<file path="config.mk">
export PLATFORM = sky130hd
export DESIGN_NAME = serpario_chain_ctrl
export DESIGN_NICKNAME = d
export VERILOG_FILES = /design/src/rtl/serpario_chain_ctrl_pkg.sv /design/src/rtl/serpario_chain_ctrl_tick.sv /design/src/rtl/serpario_chain_ctrl.sv
export SDC_FILE = /design/constraint.sdc
export NUM_CORES = 1
export LEC_CHECK = 0
export CORE_MARGIN = 4
export CORE_UTILIZATION = 45
export CTS_BUF_LIST = sky130_fd_sc_hd__clkbuf_2
export DETAILED_ROUTE_END_ITERATION = 7
export HOLD_SLACK_MARGIN = 0.15
export PLACE_DENSITY = 0.71
export SLEW_MARGIN = 40
export SYNTH_ARGS = -nofsm -noshare
export SYNTH_HDL_FRONTEND = slang
export SYNTH_SLANG_ARGS = --single-unit
</file>
<file path="constraint.sdc">
create_clock -name clk_i -period 1.75 [get_ports clk_i]
set_input_delay 0.175 -clock clk_i [delete_from_list [all_inputs] [get_ports clk_i]]
set_output_delay 0.175 -clock clk_i [all_outputs]
set_load 0.05 [all_outputs]
</file>
<file path="src/rtl/serpario_chain_ctrl_pkg.sv">
// Shared types and helpers for the serial/parallel
// shift-register chain controller.
package serpario_chain_ctrl_pkg;

  typedef enum logic [2:0] {
    SP_IDLE,
    SP_LOAD,
    SP_SHIFT,
    SP_STORE,
    SP_DONE
  } spState_t;

  function automatic int spClog2(input int v);
    int r;
    r = 0;
    for (int i = 0; i < 31; i++) begin
      if ((1 << i) < v) r = i + 1;
    end
    return r;
  endfunction

  function automatic int spMax(input int a, input int b);
    return (a > b) ? a : b;
  endfunction

endpackage

</file>
<file path="src/rtl/serpario_chain_ctrl_tick.sv">
// Shift-clock phase divider: one tick every DIV
// cycles, restarted by clr.
module serpario_chain_ctrl_tick
  import serpario_chain_ctrl_pkg::*;
#(
  parameter int DIV = 4
) (
  input  logic clk,
  input  logic rst,
  input  logic clr,
  output logic tick
);

  localparam int W = spMax(1, spClog2(DIV));

  logic [W-1:0] cnt;

  assign tick = (cnt == W'(DIV - 1));

  always_ff @(posedge clk or posedge rst) begin
    if (rst) begin
      cnt <= '0;
    end else if (clr || tick) begin
      cnt <= '0;
    end else begin
      cnt <= cnt + W'(1);
    end
  end

endmodule

</file>
<file path="src/rtl/serpario_chain_ctrl.sv">
// Frame controller for 595-style output and
// 165-style input daisy chains.
module serpario_chain_ctrl
  import serpario_chain_ctrl_pkg::*;
#(
  parameter int OUT_BITS = 16,
  parameter int IN_BITS  = 16,
  parameter int CLK_DIV  = 4
) (
  input  logic                clk_i,
  input  logic                reset,
  input  logic                start_i,
  input  logic                auto_en_i,
  input  logic                oe_en_i,
  input  logic [OUT_BITS-1:0] out_data_i,
  output logic [IN_BITS-1:0]  in_data_o,
  output logic                busy_o,
  output logic                done_o,
  input  logic                ser_in_i,
  output logic                ser_out_o,
  output logic                sh_clk_o,
  output logic                store_o,
  output logic                ld_n_o,
  output logic                out_en_o
);

  localparam int N  = spMax(OUT_BITS, IN_BITS);
  localparam int CW = spClog2(N + 1);

  spState_t      state;
  logic          highPh;
  logic [CW-1:0] bitCnt;
  logic [N-1:0]  outSr;
  logic [N-1:0]  inSr;
  logic          stored;
  logic          tick;
  logic          tickClr;
  logic          startFrame;

  // IDLE and DONE both precede a LOAD entry, so
  // holding the divider there restarts its phase.
  assign tickClr = (state == SP_IDLE) ||
                   (state == SP_DONE);

  assign startFrame = auto_en_i ||
                      (start_i && state == SP_IDLE);

  serpario_chain_ctrl_tick #(
    .DIV (CLK_DIV)
  ) uTick (
    .clk  (clk_i),
    .rst  (reset),
    .clr  (tickClr),
    .tick (tick)
  );

  always_ff @(posedge clk_i or posedge reset) begin
    if (reset) begin
      state     <= SP_IDLE;
      highPh    <= 1'b0;
      bitCnt    <= '0;
      outSr     <= '0;
      inSr      <= '0;
      stored    <= 1'b0;
      in_data_o <= '0;
      busy_o    <= 1'b0;
      done_o    <= 1'b0;
      ser_out_o <= 1'b0;
      sh_clk_o  <= 1'b0;
      store_o   <= 1'b0;
      ld_n_o    <= 1'b1;
      out_en_o  <= 1'b0;
    end else begin
      out_en_o <= oe_en_i & stored;
      done_o   <= 1'b0;
      unique case (state)
        SP_IDLE, SP_DONE: begin
          if (startFrame) begin
            state  <= SP_LOAD;
            busy_o <= 1'b1;
            ld_n_o <= 1'b0;
            outSr  <= N'(out_data_i);
          end else begin
            state <= SP_IDLE;
          end
        end
        SP_LOAD: begin
          if (tick) begin
            state     <= SP_SHIFT;
            ld_n_o    <= 1'b1;
            highPh    <= 1'b0;
            bitCnt    <= CW'(N);
            ser_out_o <= outSr[N-1];
            outSr     <= outSr << 1;
          end
        end
        SP_SHIFT: begin
          if (tick && !highPh) begin
            // last cycle of the low phase
            highPh   <= 1'b1;
            sh_clk_o <= 1'b1;
            inSr     <= inSr << 1;
            inSr[0]  <= ser_in_i;
          end else if (tick) begin
            highPh   <= 1'b0;
            sh_clk_o <= 1'b0;
            bitCnt   <= bitCnt - CW'(1);
            if (bitCnt == CW'(1)) begin
              state   <= SP_STORE;
              store_o <= 1'b1;
            end else begin
              ser_out_o <= outSr[N-1];
              outSr     <= outSr << 1;
            end
          end
        end
        SP_STORE: begin
          if (tick) begin
            state     <= SP_DONE;
            store_o   <= 1'b0;
            busy_o    <= 1'b0;
            done_o    <= 1'b1;
            stored    <= 1'b1;
            in_data_o <= inSr[N-1 -: IN_BITS];
          end
        end
        default: state <= SP_IDLE;
      endcase
    end
  end

endmodule

</file>
Word level (Yosys, flattened, before mapping)
Cells that the tools add are included.
- output and inout port bits: 23
- register bits: 67
- add/subtract/negate cells: 2
- bitwise logic cells: 1
- eq/ne operators: 13
- mux-type cells: 39
- reduce and logical (&&, ||, !) cells: 24
- operators with widths (operator ; count):
    16-bit two-way mux ; 5
    16-bit case mux with 3 select lines ; 1
    1-bit two-way mux ; 17
    3-bit two-way mux ; 5
    5-bit two-way mux ; 3
    5-bit AND reduction ; 3
    2-bit != test (second input constant) ; 7
    3-bit case mux with 4 select lines ; 1
    1-bit case mux with 2 select lines ; 5
    5-bit case mux with 2 select lines ; 1
    2-bit nonzero test ; 5
    3-bit by 2-bit equality test with 1-bit output (second input constant) ; 2
    2-bit AND reduction ; 3
    3-bit AND reduction ; 2
    6-bit AND reduction ; 1
    5-bit by 1-bit equality test with 1-bit output (second input constant) ; 1
    5-bit by 1-bit subtractor with 5-bit output (second input constant) ; 1
    4-bit AND reduction ; 1
    3-bit by 1-bit equality test with 1-bit output (second input constant) ; 1
    3-bit equality test (second input constant) ; 1
    3-bit zero test ; 1
    1-bit logical OR ; 3
    3-bit nonzero test ; 1
    2-bit by 1-bit adder with 2-bit output (second input constant) ; 1
    other kinds (6) ; 7

Depth between registers and ports, before layout
Gate-level depths: netlist of run 1.
- word-level depth: 5
- mapped depth: 9
- depth with buffers taken out: 6

Hierarchy
A second synthesis of run 1 with hierarchy kept.
- cells, all modules: 249
- area total of the unflattened synthesis: 3046.7 um^2
- by module, submodules not included (module ; instances ; area an instance (um^2) ; cells an instance):
    serpario_chain_ctrl ; 1 ; 2957.8 ; 243
    serpario_chain_ctrl_tick ; 1 ; 88.8 ; 6

Least setup slack after synthesis of run 1
No wires, ideal clock.
- kind: reg2reg
- start point: register uTick.cnt[0]
- end point: register outSr[1]
- setup time: 125 ps
- path slack: -172 ps
- arrival: 1796 ps
- path buffers: 1
- cell stages (with the launch flop): 8
- required time: 1625 ps
- path through: dfrtp_1 > ha_1 > ha_1 > nand2b_1 > a22oi_4 > o221ai_4 > buf_6 > mux2_4
- word-level cells in the longest chain between the ends: 4
- ends and longest elaborated chain (element ; line ; source):
    start: declaration ; serpario_chain_ctrl_tick.sv:16 ; logic [W-1:0] cnt;
    start signal: assignment ; serpario_chain_ctrl_tick.sv:26 ; cnt <= cnt + W'(1);
    2-bit equality test (*) ; serpario_chain_ctrl_tick.sv:18 ; assign tick = (cnt == W'(DIV - 1));
    1-bit logical AND ; serpario_chain_ctrl.sv:98 ; if (tick && !highPh) begin
    2-bit != test (no source line) ; - ;
    6-bit AND reduction (no source line) (*) ; - ;
    end signal: assignment ; serpario_chain_ctrl.sv:82 ; outSr <= N'(out_data_i);
    end signal: assignment ; serpario_chain_ctrl.sv:94 ; outSr <= outSr << 1;
    end signal: assignment ; serpario_chain_ctrl.sv:113 ; outSr <= outSr << 1;
    end: declaration ; serpario_chain_ctrl.sv:33 ; logic [N-1:0] outSr;
Mark *: on every way between the ends. The rest lies on a longest branch, timed or not.
A chain may end at the register's enable or synchronous reset.

Worst setup path after layout of run 1
Ends and elaborated chain as after synthesis.

==> results of run 1 <==
-- power breakdown --
| part | switching [W] | leakage, nW | internal [W] |
|---|---|---|---|
| registers | 0.000276 | 0.866 | 0.00197 |
| clock network | 0.000566 | 0.0693 | 0.000325 |
| logic | 0.00146 | 1.06 | 0.00189 |
| total | 0.00230 | 2.00 | 0.00418 |
-- synthesized netlist by cell type (all sizes together), types with 2 or more instances --
library cell / number
o31ai: 2
nand2b: 3
a21o: 2
mux2: 49
nor2b: 6
nor3b: 2
inv: 10
xor2: 4
o21ai: 5
buf: 13
nor2: 7
ha: 5
nand2: 56
and2: 3
nor3: 3
dfrtp: 66
o211ai: 2
a21oi: 3
nand3: 2
-- path summary, 6_finish.rpt --
path                                        start                   endpoint  slack, ns  cells after the start
min reg2reg                    stored$_DFFE_PP0P_         stored$_DFFE_PP0P_       0.49                      1
min in group asynchronous                   reset        store_o$_DFFE_PP0P_       0.59                      3
max in group asynchronous                   reset  in_data_o[12]$_DFFE_PP0P_       0.69                      4
min                                       oe_en_i         out_en_o$_DFF_PP0_       0.25                      2
max                        uTick.cnt[0]$_DFF_PP0_       outSr[1]$_DFFE_PP0P_      -0.11                      7
max reg2reg                uTick.cnt[0]$_DFF_PP0_       outSr[1]$_DFFE_PP0P_      -0.11                      7
-- metal layers --
metal | vias to the layer above | routed length (um) | global-route usage [%]
li1 | 1007 | - | -
met1 | 1016 | 2690 | 18.9
met2 | 40 | 2930 | 24.1
met3 | 10 | 189 | 3.58
met4 | 0 | 91 | 6.41
met5 | - | 0 | 0
-- layout make-up --
class	instances	area share, %
sequential	67	42.3
multi-input combinational	166	33.4
timing repair buffer	75	17.9
tap	77	2.42
clock inverter	7	1.73
inverter	10	1.16
clock buffer	9	1.13
-- metrics by stage --
step	power [W]	area, um2	util [%]	setup WS [ns]
4_1_cts	0.00635	3910	60.1	-0.125
5_1_grt	0.00692	3980	61.3	-0.178
6_report	0.00649	3980	61.3	-0.111
3_5_place_dp	0.00546	3800	58.5	-0.115
3_3_place_gp	0.00535	3800	58.5	-0.0504
2_1_floorplan	0.00462	3110	-	-0.0874
-- flip-flops by register name, summed over array words and instances (netlist names) --
| name | cells |
|---|---|
| store_o | 1 |
| highPh | 1 |
| in_data_o | 16 |
| outSr | 16 |
| ser_out_o | 1 |
| stored | 1 |
| out_en_o | 1 |
| inSr | 16 |
| busy_o | 1 |
| sh_clk_o | 1 |
| bitCnt | 5 |
| ld_n_o | 1 |
| state | 3 |
| uTick.cnt | 2 |
| done_o | 1 |
-- what timing repair did --
item	4_1_cts	5_1_grt
hold endpoints to repair	14	0
gates resized for setup	24	12
buffers inserted	1	3
hold buffers	1	0
pin swaps	0	5
setup endpoints to repair	38	57
gates cloned	0	1
-- worst max-delay path, cell delays in order (launching register included) --
cell and delay [ns]:
dfrtp_1 0.45, ha_4 0.18, ha_4 0.15, nand2b_4 0.15, a22oi_4 0.19, o221ai_4 0.16, clkbuf_16 0.21, mux2_4 0.29
-- kinds of logic after synthesis --
kind of cell | count (synthesis) | share of synthesized area [%]
compound gates | 21 | 5.59
buf+inv | 23 | 4.05
flops | 67 | 54.4
mux | 50 | 19.3
xor+xnor | 5 | 1.66
simple gates | 85 | 13.0
fa+ha+maj | 5 | 2.03
==> key figures, run 1 <==
Placed design
  – Inst Count DP: around 400
  – Placer Congestion: 0.782
  – # port buffers: between 40 and 50
  – Post-DP HPWL: 4060 um

Pwr
  – VDD IR-drop max: about 600 uV
  – Pwr per Cell Area: about 1600 nW/um2
  – Pleak: roughly 2 nW

Die
  – Ports: 45
  – Die area: about 8200 um2
  – Die width: just over 90 um
  – Die Y: around 90 um
  – Core Area: 6490 um2
  – Num rows: 29
  – Initial Util: 47.5%

Yosys
  – Syn Inst Count: roughly 260
  – Post-synth ARST share: 100%
  – Top_reg_cell synth: dfrtp_1
  – Post-Syn Area: around 3100 um2
  – Yosys warns: 0
  – Number of flops mapped to enable cells by yosys: 0
  – Synth top area cells: dfrtp_1, mux2_2, nand2_1
  – Yosys cell types: 39
  – Yosys reg bits: 67
  – Avg Inst Size Synth: 12.1 um2
  – Seq/Total Area, Yosys: roughly 54%
  – Synth top area share: a little over half
  – Post-Synthesis Net Count: 283
  – Area leader, netlist: dfrtp_1

Cells and area
  – Area growth syn-to-layout: 28.9%
  – Commonest cells after routing, fill and taps aside: dfrtp_1, nand2_1, mux2_2
  – Most common cell after layout, fill and taps aside: dfrtp_1
  – N_diodes: 0
  – Multi-input logic area: between 1000 and 1500 um2
  – Final std cells w/o fill: 411
  – Sequential cell area: between 1500 and 2000 um2
  – Filler cells: roughly 540
  – Layout cell share with drive strength beyond 1: a little over a third
  – # nets final: between 300 and 400

Drt
  – Pre-antenna DRT Iters: 4
  – Routed length per instance: 14.3 um
  – Drt via density: 5.04
  – Drt total wl: 5900 um
  – Post-DRT Antenna Nets: 0
  – Routed vias: ~2.1k
  – DR iter-0 viols: 97
  – DR DRC count: 0

Run status
  – Failing checks: negative setup slack
  – Status: complete, but fails checks

Global routing
  – Initial antenna violation count: 0
  – GRT Util Overall: approximately 15%
  – Total gr overflow: 0
  – Global-route wire length before repair: ~10000 um
  – Largest net degree at the start of global routing: 28
  – Vias in the first global route: about 2.2k

Clocking
  – Clock Latency Late Sink: around 0.49 ns
  – CTS H-tree depth: 3
  – CTS buffer count: 9
  – Clock buffer depth: 2
  – Clk sinks: 67
  – CTS tree: yes
  – Worst-path clk slew: approximately 0.19 ns
  – CTS root buf: clkbuf_2

Setup path
  – CP Max Fanout: 8
  – Startpoint Class: flip-flop
  – Arr. time, crit path: around 2.3 ns
  – Kind of critical path: reg -> reg
  – Worst path required time: 2.15 ns
  – Crit. End Element: flip-flop

Timing
  – Fmax: around 540 MHz
  – Worst Tran Pin Value: roughly 0.50 ns
  – Skew final: roughly 0.020 ns
  – Clock period minus worst slack: between 1.5 and 2 ns
  – Worst hold margin: 0.255 ns
  – Final setup viols: 15
  – Final WS setup: -0.111 ns
  – Post-Route Setup TNS: -1.34 ns
  – Final hold vios: 0
  – RSZ-0062 raised after global routing: yes
  – Pins Over Slew Limit: 0
  – Crit share post-route: 106%
  – Slew HR: approximately 67%

Hold path
  – Hold Crit Class: in -> reg

Flow run
  – MaxCap Viol Count: 0
Power figures use the tool's default switching activity.
==> inputs of run 2 (changes only) <==
--- a/config.mk
+++ b/config.mk
@@ -8,6 +8,7 @@
 export CORE_MARGIN = 4
 export CORE_UTILIZATION = 45
 export CTS_BUF_LIST = sky130_fd_sc_hd__clkbuf_2
+export CTS_CLUSTER_SIZE = 28
 export DETAILED_ROUTE_END_ITERATION = 7
 export HOLD_SLACK_MARGIN = 0.15
 export PLACE_DENSITY = 0.71
==> results of run 2 <==
Same layout as run 1: the final DEF is identical, and so are final timing and power.
==> inputs of run 3 (changes only) <==
--- a/config.mk
+++ b/config.mk
@@ -5,13 +5,13 @@
 export SDC_FILE = /design/constraint.sdc
 export NUM_CORES = 1
 export LEC_CHECK = 0
-export CORE_MARGIN = 4
-export CORE_UTILIZATION = 45
+export CORE_MARGIN = 1
+export CORE_UTILIZATION = 51
 export CTS_BUF_LIST = sky130_fd_sc_hd__clkbuf_2
 export CTS_CLUSTER_SIZE = 28
 export DETAILED_ROUTE_END_ITERATION = 7
 export HOLD_SLACK_MARGIN = 0.15
-export PLACE_DENSITY = 0.71
+export PLACE_DENSITY = 0.87
 export SLEW_MARGIN = 40
 export SYNTH_ARGS = -nofsm -noshare
 export SYNTH_HDL_FRONTEND = slang
==> run 3 against run 2 <==
The run still ends with negative setup slack left. Wire length is 0.85% higher. Clock power fell by 6.6%. Worst hold slack hardly changed. Non-clock buffer count down 4. Critical path type unchanged. Critical endpoint is now outSr[6]$_DFFE_PP0P_.
==> key figures, run 3 (synthesis results as in run 1) <==
Die
  – Num rows: 27 (was 29)
  – Core Area: 5680 um2 (was 6490 um2)
  – Die area: 6370 um2 (was 8250 um2)
  – Die Y: 79.8 um (was 90.8 um)
  – Ports: 45 (unchanged)
  – Die width: 79.8 um (was 90.8 um)
  – Initial Util: 54.4% (was 47.5%)

Cells and area
  – N_diodes: 0 (unchanged)
  – # nets final: 352 (was 356)
  – Most common cell after layout, fill and taps aside: dfrtp_1 (unchanged)
  – Final instance area: 3920 um2 (was 3980 um2)
  – Layout cell share with drive strength beyond 1: 33.5% (was 34.7%)
  – Filler cells: 427 (was 536)
  – Area growth syn-to-layout: 27.1% (was 28.9%)
  – Commonest cells after routing, fill and taps aside: dfrtp_1, nand2_1, mux2_2 (unchanged)
  – Largest registers: inSr: 16 flops, in_data_o: 16 flops, outSr: 16 flops (unchanged)
  – Final std cells w/o fill: 400 (was 411)

Timing
  – Pins Over Slew Limit: 0 (unchanged)
  – Post-Route Setup TNS: -1.45 ns (was -1.34 ns)
  – Final hold vios: 0 (unchanged)
  – Fmax: 539 MHz (was 537 MHz)
  – Final WS setup: -0.104 ns (was -0.111 ns)
  – Crit share post-route: 106% (about the same)
  – RSZ-0062 raised after global routing: yes (unchanged)
  – Slew HR: 66.5% (was 66.7%)
  – Clock period minus worst slack: 1.85 ns (was 1.86 ns)
  – Final setup viols: 16 (was 15)
  – Worst Tran Pin Value: 0.504 ns (was 0.501 ns)
  – Skew final: 0.0111 ns (was 0.0200 ns)

Clocking
  – CTS H-tree depth: 3 (unchanged)
  – Clock Latency Late Sink: 0.47 ns (was 0.49 ns)
  – Clk sinks: 67 (unchanged)
  – CTS buffer count: 9 (unchanged)
  – Worst-path clk slew: 0.17 ns (was 0.19 ns)
  – Clock buffer depth: 2 (unchanged)
  – CTS tree: yes (unchanged)
  – CTS root buf: clkbuf_2 (unchanged)

Setup path
  – Setup crit start: uTick.cnt[0]$_DFF_PP0_ (unchanged)
  – Crit. End Element: flip-flop (unchanged)
  – CP cell instances: ha_4 > ha_4 > nand2b_4 > a22oi_4 > o221ai_4 > buf_12 > mux2_4 (was ha_4 > ha_4 > nand2b_4 > a22oi_4 > o221ai_4 > clkbuf_16 > mux2_4)
  – RR Startpoint: uTick.cnt[0]$_DFF_PP0_ (unchanged)
  – Startpoint Class: flip-flop (unchanged)
  – CP Max Fanout: 16 (was 8)
  – Arr. time, crit path: 2.23 ns (was 2.26 ns)
  – Slowest stage delay, CP: 0.44 ns (was 0.45 ns)
  – Kind of critical path: reg -> reg (unchanged)
  – Crit-path slowest cell: dfrtp_1 (unchanged)
  – Worst path required time: 2.13 ns (was 2.15 ns)
  – Cell mode on critical path: ha_4 (unchanged)

Drt
  – Pre-antenna DRT Iters: 4 (unchanged)
  – DR iter-0 viols: 61 (was 97)
  – Drt total wl: 5950 um (was 5900 um)
  – Routed vias: 2050 (was 2073)
  – Routed length per instance: 14.9 um (was 14.3 um)
  – Drt via density: 5.13 (was 5.04)
  – Post-DRT Antenna Nets: 0 (unchanged)
  – DR DRC count: 0 (unchanged)

Global routing
  – Global-route wire length before repair: 9780 um (was 9980 um)
  – Vias in the first global route: 2153 (was 2176)
  – Largest net degree at the start of global routing: 49 (was 28)
  – GRT Util Overall: 20.6% (was 14.8%)
  – Initial antenna violation count: 0 (unchanged)
  – GRT Max-Usage Layer: met2 (unchanged)
  – GR Util met1: 24.5% (was 18.9%)
  – Global-route met2 utilization: 36.3% (was 24.1%)
  – Total gr overflow: 0 (unchanged)
  – M3 GR Usage: 5.37% (was 3.58%)

Placed design
  – Placed Area: 3780 um2 (was 3800 um2)
  – Post-DP HPWL: 4060 um (about the same)
  – # port buffers: 44 (unchanged)
  – Inst Count DP: 383 (was 389)
  – Dpl ws: -0.0894 ns (was -0.115 ns)
  – Placer Congestion: 0.848 (was 0.782)

Run status
  – Failing checks: negative setup slack (unchanged)
  – Status: complete, but fails checks (unchanged)

Pwr
  – VDD IR-drop max: 886 uV (was 602 uV)
  – Pwr per Cell Area: 1630 nW/um2 (about the same)
  – Pleak: 1.98 nW (was 2.00 nW)

Hold path
  – Hold Crit Class: in -> reg (unchanged)
  – HP Start: oe_en_i (unchanged)

Flow run
  – MaxCap Viol Count: 0 (unchanged)
-- run 3: changes by cell type in the layout (fill, tap and decap cells not counted), sizes merged --
cell and change:
buf -3, inv +1, clkinvlp -1, clkinv -3
-- run 3: area by class of cell --
class | instances | area [um2] | share of cell area, %
clock inverters | 4 | 43.8 | 1.12
clock buffers | 10 | 50.0 | 1.28
flip-flops and latches | 67 | 1680 | 42.8
inverters | 10 | 43.8 | 1.12
repair buffers | 71 | 669 | 17.1
multi-input cells | 166 | 1350 | 34.3
well taps | 72 | 90.1 | 2.30
-- run 3: repair_timing --
item                                    CTS  global route
gates resized for setup                  25            10
hold buffers                              1             0
pin swaps                                 0             1
endpoints found under the setup margin   40            53
buffers inserted                          1             1
endpoints found under the hold margin    66             0
-- run 3: worst max-delay path, delay by kind of cell, from the launching register on --
kind / cells / cell delay [ns]
muxes: 1 / 0.30
buffers and inverters: 1 / 0.18
AOI/OAI and AO/OA: 2 / 0.36
adders and majority gates: 2 / 0.33
and+or+nand+nor: 1 / 0.14
DFF: 1 / 0.44
-- run 3: metrics by stage --
step | total power (W) | utilization (%) | hold slack (ns)
2_1_floorplan | 0.00462 | - | 0.309
3_3_place_gp | 0.00534 | 66.7 | 0.425
3_5_place_dp | 0.00549 | 66.7 | 0.445
4_1_cts | 0.00635 | 68.4 | 0.208
5_1_grt | 0.00681 | 69.1 | 0.198
6_report | 0.00641 | 69.1 | 0.255
-- run 3: layer usage --
metal / vias to the layer above / part of all wire, %
met4: 0 / 0.67
met5: - / 0
met2: 33 / 52
met3: 4 / 3.0
met1: 1020 / 44
li1: 993 / -
-- run 3: path summary, 6_finish.rpt --
| check | to | slack [ns] | depth (start not counted) |
|---|---|---|---|
| setup / recovery | outSr[6]$_DFFE_PP0P_ | -0.10 | 7 |
| max in group asynchronous | ld_n_o$_DFFE_PP1P_ | 0.82 | 4 |
| setup reg to reg | outSr[6]$_DFFE_PP0P_ | -0.10 | 7 |
| hold / removal | out_en_o$_DFF_PP0_ | 0.25 | 2 |
| min in group asynchronous | done_o$_DFF_PP0_ | 0.64 | 4 |
| hold reg to reg | stored$_DFFE_PP0P_ | 0.49 | 1 |
-- run 3: report_power, final --
part	leakage [nW]	switching, W	total, W	internal, W
Combinational	1.05	0.00148	0.00333	0.00185
Clock	0.0651	0.000520	0.000832	0.000312
Sequential	0.867	0.000274	0.00224	0.00197
Total	1.98	0.00228	0.00641	0.00413
